File: src/rtl/jogador_automatico.sv
// Automatic player for the memory game: records the jogadas shown on leds,
// then replays them on chaves as timed presses, with optional error injection.
module jogador_automatico #(
  parameter int DEPTH       = 16,
  parameter int HOLD_CYCLES = 3,
  parameter int GAP_CYCLES  = 3,
  parameter int START_DELAY = 5,
  parameter int ADDR_W      = $clog2(DEPTH)
) (
  input  logic              clock,
  input  logic              reset,
  input  logic              ativo,
  input  logic [3:0]        leds,
  input  logic              vez_jogador,
  input  logic              acertou,
  input  logic              errou,
  input  logic              timeout,
  input  logic              injetar_erro,
  input  logic [ADDR_W-1:0] indice_erro,
  output logic [3:0]        chaves,
  output logic              ocupado,
  output logic [ADDR_W:0]   jogadas_capturadas,
  output logic              overflow,
  output logic [3:0]        db_estado
);

  typedef enum logic [3:0] {
    OCIOSO    = 4'd0,
    CAPTURA   = 4'd1,
    ESPERA    = 4'd2,
    PRESSIONA = 4'd3,
    SOLTA     = 4'd4,
    AGUARDA   = 4'd5,
    FIM       = 4'd6
  } estado_t;

  localparam int T_HG  = (HOLD_CYCLES > GAP_CYCLES) ? HOLD_CYCLES : GAP_CYCLES;
  localparam int T_MAX = (T_HG > START_DELAY) ? T_HG : START_DELAY;
  localparam int TW    = $clog2(T_MAX + 1);

  estado_t           r_estado;
  logic [ADDR_W:0]   r_wr_ptr;
  logic [ADDR_W:0]   r_rd_ptr;
  logic [TW-1:0]     r_timer;
  logic              r_overflow;
  logic [3:0]        r_leds_prev;
  logic              r_vez_prev;
  logic [3:0]        r_chaves;
  logic              r_ocupado;
  logic [3:0]        r_mem [DEPTH];

  estado_t           w_estado_prox;
  logic [ADDR_W:0]   w_wr_ptr_prox;
  logic [ADDR_W:0]   w_rd_ptr_prox;
  logic [TW-1:0]     w_timer_prox;
  logic              w_overflow_prox;
  logic              w_escreve;
  logic [3:0]        w_chaves_prox;

  logic              w_borda_leds;
  logic              w_sobe_vez;
  logic              w_fim;
  logic              w_timer_fim;
  logic              w_cheio;
  logic [3:0]        w_dado;
  logic [3:0]        w_dado_saida;

  assign w_borda_leds = (r_leds_prev == 4'b0000) && (leds != 4'b0000);
  assign w_sobe_vez   = !r_vez_prev && vez_jogador;
  assign w_fim        = acertou || errou || timeout;
  assign w_timer_fim  = (r_timer <= TW'(1));
  assign w_cheio      = (r_wr_ptr >= (ADDR_W+1)'(DEPTH));
  assign w_dado       = r_mem[r_rd_ptr[ADDR_W-1:0]];
  // Injected error rotates the key left: {b2,b1,b0,b3}
  assign w_dado_saida = (injetar_erro && (r_rd_ptr == {1'b0, indice_erro}))
                        ? {w_dado[2:0], w_dado[3]} : w_dado;

  always_comb begin
    w_estado_prox   = r_estado;
    w_wr_ptr_prox   = r_wr_ptr;
    w_rd_ptr_prox   = r_rd_ptr;
    w_timer_prox    = r_timer;
    w_overflow_prox = r_overflow;
    w_escreve       = 1'b0;
    if (!ativo) begin
      w_estado_prox = OCIOSO;
    end else if ((r_estado != OCIOSO) && w_fim) begin
      w_estado_prox = FIM;
    end else begin
      case (r_estado)
        OCIOSO: begin
          w_estado_prox   = CAPTURA;
          w_wr_ptr_prox   = '0;
          w_overflow_prox = 1'b0;
        end
        CAPTURA: begin
          // Capture is resolved before the vez rise so a same-cycle jogada counts
          if (w_borda_leds && !w_cheio) begin
            w_escreve     = 1'b1;
            w_wr_ptr_prox = r_wr_ptr + (ADDR_W+1)'(1);
          end else if (w_borda_leds) begin
            w_overflow_prox = 1'b1;
          end else begin
            w_escreve = 1'b0;
          end
          if (w_sobe_vez && (w_wr_ptr_prox == '0)) begin
            w_estado_prox = AGUARDA;
          end else if (w_sobe_vez) begin
            w_estado_prox = ESPERA;
            w_rd_ptr_prox = '0;
            w_timer_prox  = TW'(START_DELAY);
          end else begin
            w_estado_prox = CAPTURA;
          end
        end
        ESPERA: begin
          if (!vez_jogador) begin
            w_estado_prox = CAPTURA;
            w_wr_ptr_prox = '0;
          end else if (w_timer_fim) begin
            w_estado_prox = PRESSIONA;
            w_timer_prox  = TW'(HOLD_CYCLES);
          end else begin
            w_timer_prox = r_timer - TW'(1);
          end
        end
        PRESSIONA: begin
          if (!vez_jogador) begin
            w_estado_prox = CAPTURA;
            w_wr_ptr_prox = '0;
          end else if (w_timer_fim) begin
            w_estado_prox = SOLTA;
            w_timer_prox  = TW'(GAP_CYCLES);
          end else begin
            w_timer_prox = r_timer - TW'(1);
          end
        end
        SOLTA: begin
          if (!vez_jogador) begin
            w_estado_prox = CAPTURA;
            w_wr_ptr_prox = '0;
          end else if (w_timer_fim) begin
            w_rd_ptr_prox = r_rd_ptr + (ADDR_W+1)'(1);
            if ((r_rd_ptr + (ADDR_W+1)'(1)) == r_wr_ptr) begin
              w_estado_prox = AGUARDA;
            end else begin
              w_estado_prox = PRESSIONA;
              w_timer_prox  = TW'(HOLD_CYCLES);
            end
          end else begin
            w_timer_prox = r_timer - TW'(1);
          end
        end
        AGUARDA: begin
          if (!vez_jogador) begin
            w_estado_prox = CAPTURA;
            w_wr_ptr_prox = '0;
          end else begin
            w_estado_prox = AGUARDA;
          end
        end
        FIM: begin
          w_estado_prox = FIM;
        end
        default: begin
          w_estado_prox = OCIOSO;
        end
      endcase
    end
  end

  // Keys are driven only while a press continues; abort, FIM and ativo=0 drop them at once
  always_comb begin
    w_chaves_prox = 4'b0000;
    if ((r_estado == PRESSIONA) && ativo && vez_jogador && !w_fim) begin
      w_chaves_prox = w_dado_saida;
    end else begin
      w_chaves_prox = 4'b0000;
    end
  end

  always_ff @(posedge clock or posedge reset) begin
    if (reset) begin
      r_estado    <= OCIOSO;
      r_wr_ptr    <= '0;
      r_rd_ptr    <= '0;
      r_timer     <= '0;
      r_overflow  <= 1'b0;
      r_leds_prev <= 4'b0000;
      r_vez_prev  <= 1'b0;
      r_chaves    <= 4'b0000;
      r_ocupado   <= 1'b0;
    end else begin
      r_estado    <= w_estado_prox;
      r_wr_ptr    <= w_wr_ptr_prox;
      r_rd_ptr    <= w_rd_ptr_prox;
      r_timer     <= w_timer_prox;
      r_overflow  <= w_overflow_prox;
      r_leds_prev <= leds;
      r_vez_prev  <= vez_jogador;
      r_chaves    <= w_chaves_prox;
      r_ocupado   <= (w_estado_prox == ESPERA) || (w_estado_prox == PRESSIONA) ||
                     (w_estado_prox == SOLTA);
    end
  end

  always_ff @(posedge clock) begin
    if (w_escreve) begin
      r_mem[r_wr_ptr[ADDR_W-1:0]] <= leds;
    end
  end

  assign chaves             = r_chaves;
  assign ocupado            = r_ocupado;
  assign jogadas_capturadas = r_wr_ptr;
  assign overflow           = r_overflow;
  assign db_estado          = r_estado;

endmodule

File: config.mk
export PLATFORM = sky130hd
export DESIGN_NAME = jogador_automatico
export DESIGN_NICKNAME = d
export VERILOG_FILES = /design/src/rtl/jogador_automatico.sv
export SDC_FILE = /design/constraint.sdc
export NUM_CORES = 1
export LEC_CHECK = 0
export ABC_AREA = 0
export BUFFER_PORTS_ARGS = -buffer_cell sky130_fd_sc_hd__buf_2
export CORE_MARGIN = 2
export CORE_UTILIZATION = 40
export DETAILED_ROUTE_END_ITERATION = 10
export HOLD_SLACK_MARGIN = 0.02
export SYNTH_ARGS = -nofsm -noshare
export SYNTH_HDL_FRONTEND = slang
export SYNTH_SLANG_ARGS = --single-unit
export TNS_END_PERCENT = 10
File: constraint.sdc
create_clock -name clock -period 4.47 [get_ports clock]
set_clock_uncertainty 0.15 [all_clocks]
set_input_delay 0.894 -clock clock [delete_from_list [all_inputs] [get_ports clock]]
set_output_delay 0.894 -clock clock [all_outputs]
set_load 0.02 [all_outputs]
==> flow_metrics.tcl <==
set metrics [dict create \
    power_uw 2100 \
    synth-edff-count 64 \
    grt_setup_unrepaired "no" \
    ys_seq_area_frac 0.593 \
    layout.cell_area.non_filler_sq_um 4910 \
    hold_path_class "flip-flop to flip-flop" \
    clock_tree.buffer_depth 2 \
    crit_fanout 9 \
    drv_slew 0 \
    post-route-min-period_ns 3.09 \
    postSynth.asyncResetShare 0.304 \
    fillers 972 \
    synth.top_cells.by_area "sky130_fd_sc_hd__edfxtp_1 43%, sky130_fd_sc_hd__dfrtp_1 16%, sky130_fd_sc_hd__mux4_2 10%" \
    postCtsHoldBufs 0 \
    start_kind "input pin" \
    finalCritPeriodShare 0.692 \
    highest_achievable_clock_rate_mhz 323 \
    timing.slew.headroom 0.279 \
    run_status "finished clean" \
    rr_worst_depth 6 \
    final-setup-viol-count 0 \
    vias 2769 \
    num_antenna_cells 0 \
    worstSetupPathType "input pin to flip-flop" \
    tritoncts "built" \
    timing.final.hold_violations 0 \
    power.clock.fraction 0.284 \
    grt_overflow_total 0 \
    via_count_of_the_first_global_routing_pass 2631 \
    finalWorstSetupSlack_ns 1.38 \
    synth_area_leader_cell "sky130_fd_sc_hd__edfxtp_1" \
    syn_avg_cell_area_sq_um 13.5 \
    timing.critical_path.to_type "flip-flop" \
    number_of_h_tree_levels 3 \
    cts_buffer_count 9 \
    cts.clk_slew.worst_paths_ns 0.09 \
    sequential_group_share_of_total_power 0.471 \
    dr.first_iter.drc_count 309 \
    tightest_slew_ns 1.08 \
    wl_per_cell_um 18.2 \
    core.rowCount 38 \
    synth.ff_latch_count 92 \
    timing.setup.tns_ns 0 \
    timing.max_cap.violations 0 \
    yosys_warnings 0 \
    synthDominantCellAreaShare 0.435 \
    postRouteAntennaNets 0 \
    internal_power_consumption_uw 1470 \
    io_buffer_count 30 \
    post-route-util 0.455 \
    layout_commonest_cell "sky130_fd_sc_hd__edfxtp_1" \
    clk_sink_count 92 \
    io_pins 31 \
    chipWidth_um 109 \
    vdd_drop_max_v 0.000283 \
    ys_dominant_reg_cell "sky130_fd_sc_hd__edfxtp_1" \
    initial_utilization 0.409 \
    syn2layout_area_growth_pct 11.1 \
    grt_pass1_wl_um 14400 \
    switchingPower_uw 635 \
    cts_resized 0 \
    cts_post_setup_buffers_inserted 0 \
    sw_frac_of_total 0.302 \
    firstDrtPassIters 4 \
    p_per_area_nw_per_um2 428 \
    core_region_area_sq_um 10800 \
    power.static_leakage_uw 0.00177 \
    multiInputGateArea_sq_um 1680 \
    maximum_number_of_pins_on_one_net_before_global_route_repair 29 \
    antenna_violations_before_repair 0 \
    dp.final_hpwl_um 6300 \
    mostFrequentLayoutCells "64 x sky130_fd_sc_hd__edfxtp_1, 32 x sky130_fd_sc_hd__nor2_1, 30 x sky130_fd_sc_hd__buf_2" \
    place_ws_ns 1.05 \
    power_frac_comb 0.246 \
    min_path_cells 1 \
    clock_insertion_delay_at_the_later_pin_of_the_skew_report_ns 0.37 \
    finish.net_count 380 \
    floorplan.die.height_um 109 \
    cp.required_ns 4.33 \
    layout.area.seq_sq_um 2620 \
    place.gp.congestion 0.844 \
    die_footprint_sq_um 11900 \
    share_of_layout_cells_above_drive_strength_1 0.227 \
    wirelength_um 9120 \
    mappedNetlistArea_sq_um 4420 \
    vias_per_cell 5.52 \
    synth_cell_types 60 \
    combined_global_route_utilization_of_all_metal_layers 0.164 \
    worstPathArrival_ns 2.95 \
    cts_root_buffer "sky130_fd_sc_hd__clkbuf_8" \
    drcViolationCount 0 \
    post_dp_cell_area_sq_um 4700 \
    mappedNetlistNets 351 \
    post_synth_inst_count 328 \
]
worst paths after layout:
| kind | from | end | slack [ns] |
|---|---|---|---|
| min | overflow$_DFFE_PP0P_ | overflow$_DFFE_PP0P_ | 0.34 |
| max reg2reg | db_estado[1]$_DFF_PP0_ | r_mem[1][0]$_DFFE_PP_ | 1.44 |
| min reg2reg | overflow$_DFFE_PP0P_ | overflow$_DFFE_PP0P_ | 0.34 |
| max | errou | r_mem[1][0]$_DFFE_PP_ | 1.38 |
| max in group asynchronous | reset | db_estado[0]$_DFF_PP0_ | 2.89 |
| min in group asynchronous | reset | chaves[1]$_DFF_PP0_ | 0.63 |
cell families (layout without fill, tap and decap cells):
| kind of cell | count (synthesis) | in the layout | synth area share |
|---|---|---|---|
| AOI/OAI and AO/OA | 56 | 56 | 0.0861 |
| muxes | 27 | 27 | 0.119 |
| xor gates and xnor gates | 12 | 12 | 0.0269 |
| buffers and inverters | 29 | 63 | 0.0266 |
| other | 1 | 1 | 0.000849 |
| DFF | 92 | 92 | 0.593 |
| adders and majority gates | 7 | 7 | 0.0198 |
| and+or+nand+nor | 104 | 104 | 0.127 |
per-stage QoR:
stage	hold slack, ns	cells
4_1_cts	0.351	502
2_1_floorplan	0.319	328
5_1_grt	0.394	502
3_5_place_dp	0.329	486
3_3_place_gp	0.321	486
6_report	0.341	502
flip-flops by register name (all words and copies together) (netlist names):
| signal | count |
|---|---|
| ocupado | 1 |
| chaves | 4 |
| db_estado | 4 |
| r_leds_prev | 4 |
| r_vez_prev | 1 |
| r_rd_ptr | 5 |
| r_timer | 3 |
| jogadas_capturadas | 5 |
| r_mem | 64 |
| overflow | 1 |
critical path, cell delays in order:
cell and delay [ns]:
sky130_fd_sc_hd__buf_2 0.10, sky130_fd_sc_hd__nor3_2 0.46, sky130_fd_sc_hd__o21ai_1 0.21, sky130_fd_sc_hd__nor2_1 0.33, sky130_fd_sc_hd__and3_2 0.31, sky130_fd_sc_hd__nand2_1 0.16, sky130_fd_sc_hd__nor3_1 0.48
final cells by class:
class	instances	share of cell area
Clock buffer	10	0.0260
Clock inverter	6	0.0163
Inverter	14	0.0107
Multi-Input combinational cell	207	0.342
Sequential cell	92	0.534
Tap cell	140	0.0357
Timing Repair Buffer	33	0.0352
Yosys cell counts (4+ instances only):
library cell	count
sky130_fd_sc_hd__mux2i_1	5
sky130_fd_sc_hd__a31oi_1	5
sky130_fd_sc_hd__edfxtp_1	64
sky130_fd_sc_hd__nor4_1	5
sky130_fd_sc_hd__nand2b_1	6
sky130_fd_sc_hd__mux4_2	20
sky130_fd_sc_hd__nor3_1	8
sky130_fd_sc_hd__o21ai_0	9
sky130_fd_sc_hd__o22ai_1	4
sky130_fd_sc_hd__xnor2_1	8
sky130_fd_sc_hd__nor2_1	32
sky130_fd_sc_hd__ha_1	7
sky130_fd_sc_hd__a21oi_1	8
sky130_fd_sc_hd__dfrtp_1	28
sky130_fd_sc_hd__inv_1	14
sky130_fd_sc_hd__o31ai_1	4
sky130_fd_sc_hd__nand3_1	8
sky130_fd_sc_hd__nand2_1	23
sky130_fd_sc_hd__clkbuf_1	8
sky130_fd_sc_hd__o21ai_1	5
sky130_fd_sc_hd__buf_2	7
power by group through the flow:
stage          registers [uW]  clock network (uW)  logic [uW]
3_5_place_dp             1010                   0         527
3_3_place_gp             1010                   0         520
2_1_floorplan             983                   0         425
5_1_grt                   997                 643         573
6_report                  990                 597         517
4_1_cts                   990                 608         528
layer usage:
layer / vias up / GRT usage / share of wire
li1: 1310 / - / -
met1: 1388 / 0.249 / 0.48
met3: 9 / 0.0377 / 0.048
met2: 62 / 0.237 / 0.46
met4: 0 / 0.0467 / 0.011
met5: - / 0 / 0
Note: power is estimated with default switching activity, not from simulation.
